==> src/rtl/dmem_rr_arbiter.sv <==
// Round-robin arbiter that shares one data-memory port among per-core cache controllers.
// One owner is granted and holds the port for MEM_LATENCY cycles; priority rotates on completion.
module dmem_rr_arbiter #(
  parameter int NUM_CORES   = 2,
  parameter int ADDR_W      = 32,
  parameter int DATA_W      = 32,
  parameter int MEM_LATENCY = 2
) (
  input  logic                          clk,
  input  logic                          reset,
  input  logic [NUM_CORES-1:0]          core_req,
  input  logic [NUM_CORES-1:0]          core_we,
  input  logic [NUM_CORES*ADDR_W-1:0]   core_addr,
  input  logic [NUM_CORES*DATA_W-1:0]   core_wdata,
  output logic [NUM_CORES-1:0]          core_gnt,
  output logic [NUM_CORES-1:0]          core_done,
  output logic [DATA_W-1:0]             core_rdata,
  output logic                          mem_en,
  output logic                          mem_we,
  output logic [ADDR_W-1:0]             mem_addr,
  output logic [DATA_W-1:0]             mem_wdata,
  input  logic [DATA_W-1:0]             mem_rdata,
  output logic                          busy
);

  localparam int IDX_W = (NUM_CORES > 1) ? $clog2(NUM_CORES) : 1;
  localparam int CNT_W = (MEM_LATENCY > 1) ? $clog2(MEM_LATENCY) : 1;

  typedef enum logic [0:0] {
    ST_IDLE   = 1'b0,
    ST_ACCESS = 1'b1
  } state_t;

  state_t                 state_r;
  logic [IDX_W-1:0]       owner_r;
  logic [IDX_W-1:0]       rr_ptr_r;
  logic [CNT_W-1:0]       cnt_r;
  logic [NUM_CORES-1:0]   gnt_r;
  logic [NUM_CORES-1:0]   done_r;
  logic [DATA_W-1:0]      rdata_r;
  logic                   mem_en_r;
  logic                   mem_we_r;
  logic [ADDR_W-1:0]      mem_addr_r;
  logic [DATA_W-1:0]      mem_wdata_r;

  logic                   found_s;
  logic [IDX_W-1:0]       winner_s;
  logic [IDX_W-1:0]       cand_s;

  // (base + off) mod NUM_CORES, valid for base < NUM_CORES and off <= NUM_CORES
  function automatic logic [IDX_W-1:0] wrap_add(input logic [IDX_W-1:0] base,
                                                input logic [IDX_W:0]   off);
    logic [IDX_W:0] sum;
    sum = {1'b0, base} + off;
    if (sum >= (IDX_W+1)'(NUM_CORES)) begin
      sum = sum - (IDX_W+1)'(NUM_CORES);
    end else begin
      sum = sum;
    end
    return IDX_W'(sum);
  endfunction

  // Circular scan starting at rr_ptr: first requesting core wins
  always_comb begin
    found_s  = 1'b0;
    winner_s = '0;
    cand_s   = '0;
    for (int k = 0; k < NUM_CORES; k++) begin
      cand_s = wrap_add(rr_ptr_r, (IDX_W+1)'(k));
      if (!found_s && core_req[cand_s]) begin
        found_s  = 1'b1;
        winner_s = cand_s;
      end else begin
        found_s  = found_s;
      end
    end
  end

  // Arbitration FSM with registered grant/done pulses and memory command
  always_ff @(posedge clk) begin
    if (reset) begin
      state_r     <= ST_IDLE;
      owner_r     <= '0;
      rr_ptr_r    <= '0;
      cnt_r       <= '0;
      gnt_r       <= '0;
      done_r      <= '0;
      rdata_r     <= '0;
      mem_en_r    <= 1'b0;
      mem_we_r    <= 1'b0;
      mem_addr_r  <= '0;
      mem_wdata_r <= '0;
    end else begin
      gnt_r  <= '0;
      done_r <= '0;
      case (state_r)
        ST_IDLE: begin
          if (found_s) begin
            state_r         <= ST_ACCESS;
            owner_r         <= winner_s;
            cnt_r           <= CNT_W'(MEM_LATENCY - 1);
            gnt_r[winner_s] <= 1'b1;
            mem_en_r        <= 1'b1;
            mem_we_r        <= core_we[winner_s];
            mem_addr_r      <= core_addr[int'(winner_s)*ADDR_W +: ADDR_W];
            mem_wdata_r     <= core_wdata[int'(winner_s)*DATA_W +: DATA_W];
          end else begin
            state_r <= ST_IDLE;
          end
        end
        ST_ACCESS: begin
          if (cnt_r != CNT_W'(0)) begin
            cnt_r <= cnt_r - CNT_W'(1);
          end else begin
            // Completion: rotate priority past the finishing owner
            state_r         <= ST_IDLE;
            done_r[owner_r] <= 1'b1;
            rr_ptr_r        <= wrap_add(owner_r, (IDX_W+1)'(1));
            if (!mem_we_r) begin
              rdata_r <= mem_rdata;
            end else begin
              rdata_r <= rdata_r;
            end
            mem_en_r    <= 1'b0;
            mem_we_r    <= 1'b0;
            mem_addr_r  <= '0;
            mem_wdata_r <= '0;
          end
        end
        default: begin
          state_r     <= ST_IDLE;
          mem_en_r    <= 1'b0;
          mem_we_r    <= 1'b0;
          mem_addr_r  <= '0;
          mem_wdata_r <= '0;
        end
      endcase
    end
  end

  assign core_gnt   = gnt_r;
  assign core_done  = done_r;
  assign core_rdata = rdata_r;
  assign mem_en     = mem_en_r;
  assign mem_we     = mem_we_r;
  assign mem_addr   = mem_addr_r;
  assign mem_wdata  = mem_wdata_r;
  assign busy       = (state_r == ST_ACCESS);

endmodule

==> config.mk <==
export PLATFORM = sky130hd
export DESIGN_NAME = dmem_rr_arbiter
export DESIGN_NICKNAME = d
export VERILOG_FILES = /design/src/rtl/dmem_rr_arbiter.sv
export SDC_FILE = /design/constraint.sdc
export NUM_CORES = 1
export LEC_CHECK = 0
export CORE_MARGIN = 2
export CORE_UTILIZATION = 39
export CTS_CLUSTER_SIZE = 14
export DETAILED_ROUTE_END_ITERATION = 16
export PLACE_DENSITY = 0.85
export SYNTH_ARGS = -nofsm -noshare
export SYNTH_HDL_FRONTEND = slang
export SYNTH_SLANG_ARGS = --single-unit
==> constraint.sdc <==
create_clock -name clk -period 3 [get_ports clk]
set_input_delay 0.6 -clock clk [delete_from_list [all_inputs] [get_ports clk]]
set_output_delay 0.6 -clock clk [all_outputs]
set_load 0.02 [all_outputs]
==> impl_metrics.py <==
metrics = {
    "synth": {
        "netlist_top_cells_count": "106 x dfxtp_1, 66 x nand2_1, 53 x mux2i_1",
        "synth.net_count": 583,
        "ys_seq_area_share_pct": 50.5,
        "synthCells": 417,
        "syn_avg_cell_area_um2": 10.1,
        "synth_edf_count": 0,
        "synthFlopType": "dfxtp_1",
        "synth_area_mm2": 0.00420,
        "yosysTopAreaCell": "dfxtp_1",
        "synth_area_leaders": "dfxtp_1 50%, mux2i_1 13%, o2bb2ai_1 9.4%",
        "synth_cell_types": 30,
        "synth_most_common_cell": "dfxtp_1",
        "ys_ff_latch": 106,
        "synthArstFlopShare_pct": 0,
        "yosysWarnings": 0,
        "yosys.area.top_type_share_pct": 50.5,
    },
    "clock_tree": {
        "ctsHoldBuffers": 0,
        "cts_tree": "done",
        "clk_pin_slew_ps": 100,
        "root_buffer": "clkbuf_8",
        "cts_setup_buffers": 0,
        "clkLatencyLatePin_ps": 360,
        "clkSinkCount": 106,
        "htree_levels": 3,
        "cts_resized": 0,
        "cts_made_buffers": 9,
        "clk_path_buf_depth": 2,
    },
    "drt": {
        "first_pass_iters": 7,
        "viasPerCell": 5.05,
        "detailroute.via_count": 4104,
        "ant_nets": 0,
        "drc": 0,
        "wl_per_cell_um": 16.3,
        "wirelength_um": 13200,
        "first_iter_violations": 139,
    },
    "setup_path": {
        "slowest_stage": "clkdlybuf4s50_1",
        "rr_startpoint": "busy",
        "max_stage_delay_ps": 740,
        "end_kind": "output pin",
        "r2r_setup_slack_ps": 1000,
        "ff2ff_path_depth": 4,
        "crit_type": "reg2out",
        "cp-startpoint": "busy",
        "critPathRequiredTime_ps": 2400,
        "path_depth": 1,
        "endpoint": "busy",
        "crit_buf_inv": 1,
        "cp_max_fo": 9,
        "path_cells": "clkdlybuf4s50_1",
        "cp.arrival_ps": 1660,
        "r2r-end": "core_rdata[2]",
        "crit_family": "buffers and inverters",
        "cp-start-kind": "flip-flop",
    },
    "worst_hold_path": {
        "hp-class": "reg2reg",
    },
    "die": {
        "start_util_pct": 40.4,
        "die_w_um": 108,
        "die_h_um": 108,
        "die_area_mm2": 0.0116,
        "rows": 37,
        "core-area_mm2": 0.0104,
        "num_io_pins": 269,
    },
    "finish": {
        "stdcell_area_mm2": 0.00716,
        "fill_cells": 804,
        "drive_gt1_share_pct": 6.20,
        "n_antenna_cell": 0,
        "num-nets-final": 838,
        "final_util_pct": 68.7,
        "areaGrowthSynthToFinish_pct": 70.3,
    },
    "global_route": {
        "grt_use_total_pct": 22.2,
        "grt_max_degree": 54,
        "overflow": 0,
        "grt_use_met3_pct": 6.84,
        "grt_util_met1_pct": 23.6,
        "grt_pass1_vias": 4111,
        "grt_first_pass_wirelength_um": 20300,
        "grt_antenna_before_repair": 0,
        "grt-busiest-layer": "met2",
        "met2_usage_pct": 41.2,
    },
    "flow_run": {
        "max_cap_violations": 0,
    },
    "power_and_ir_drop": {
        "powerDensity_mw_per_mm2": 469,
        "vdd_ir_drop_max_uv": 290,
        "static-leakage-power_nw": 2.78,
        "report.power.total_mw": 3.36,
    },
    "timing": {
        "drv_slew": 0,
        "fmax_ghz": 0.442,
        "worstMarginPinSlew_ps": 1170,
        "finalSetupViolCount": 0,
        "min_period_ps": 2260,
        "rsz0062_at_grt": "no",
        "holdWs_ps": 455,
        "final.setup.tns_ps": 0,
        "slew_headroom_pct": 21.9,
        "clock_skew_ps": 17.0,
        "min_period_over_period_pct": 75.4,
        "hold_viol_final": 0,
    },
    "placed_design": {
        "dp_hpwl_um": 10100,
        "routabilityCongestion": 0.788,
        "portBuffers": 268,
        "postPlaceCellArea_mm2": 0.00697,
    },
    "status": {
        "outcome": "finished clean",
    },
}
[cells by family (layout without fill, tap and decap cells)]
logic type / after synthesis / count (layout) / synth area share (%)
AO/OA/AOI/OAI: 102 / 102 / 18.8
buffers and inverters: 34 / 294 / 5.21
multiplexers: 53 / 53 / 12.6
flip-flops: 106 / 106 / 50.5
AND/OR/NAND/NOR: 122 / 122 / 12.9
[per-stage QoR]
| stage | setup WS (ps) | instances |
|---|---|---|
| global placement | 736 | 797 |
| global route | 681 | 813 |
| finish | 739 | 813 |
| detailed placement | 635 | 797 |
| floorplan | 1490 | 417 |
| CTS | 720 | 813 |
[worst min-delay path, stage by stage (launching register included)]
cell	delay (ps)
dfxtp_1	320
nand2_1	60
nand2_1	40
[area by class of cell]
class                   count  area, um^2  area share, %
repair buffers            278        2800           39.0
well taps                 136         170           2.38
clock inverters             6        56.3          0.786
multi-input cells         277        1880           26.2
clock buffers              10         138           1.92
flip-flops and latches    106        2120           29.6
[where the power goes]
part           switching (mW)  internal, mW  total (mW)
clock network           0.510         0.345       0.855
registers              0.0700          1.52        1.59
logic                   0.419         0.496       0.915
total                   0.999          2.36        3.36
[metal layers]
layer,wire (um),part of all wire [%]
met1,4860,37
met2,6850,52
met3,1240,9.4
met4,290,2.2
met5,0,0
[cell usage in the layout (no fill, tap or decap), types with 2 or more instances in the layout]
cell,instances
buf_4,7
dfxtp_1,106
buf_12,3
nand3_1,24
inv_8,2
nor2_4,2
nor3_1,3
inv_6,2
a21oi_1,32
o2bb2ai_1,45
clkdlybuf4s50_1,268
nand2b_1,4
a31oi_1,12
nand2_1,66
mux2i_1,53
clkbuf_8,10
o2bb2ai_2,8
nor2_1,16
[worst min-delay path by stage]
stage / cells past startpoint / start / to / slack, ps
after floorplan: 1 / owner_r / core_done[0] / 440
after global placement: 2 / mem_en / mem_en / 430
after detailed placement: 2 / mem_en / mem_en / 440
after CTS: 2 / mem_en / mem_en / 460
after global routing: 2 / core_rdata[28] / core_rdata[28] / 480
final: 2 / mem_en / mem_en / 460
[flip-flops by register name (all words and copies together), names as in the netlist]
| register | flops |
|---|---|
| core_rdata | 32 |
| mem_addr | 32 |
| mem_wdata | 32 |
| core_done | 2 |
| core_gnt | 2 |
| busy | 1 |
| cnt_r | 1 |
| mem_en | 1 |
| mem_we | 1 |
| owner_r | 1 |
| rr_ptr_r | 1 |
Power figures use the tool's default switching activity.
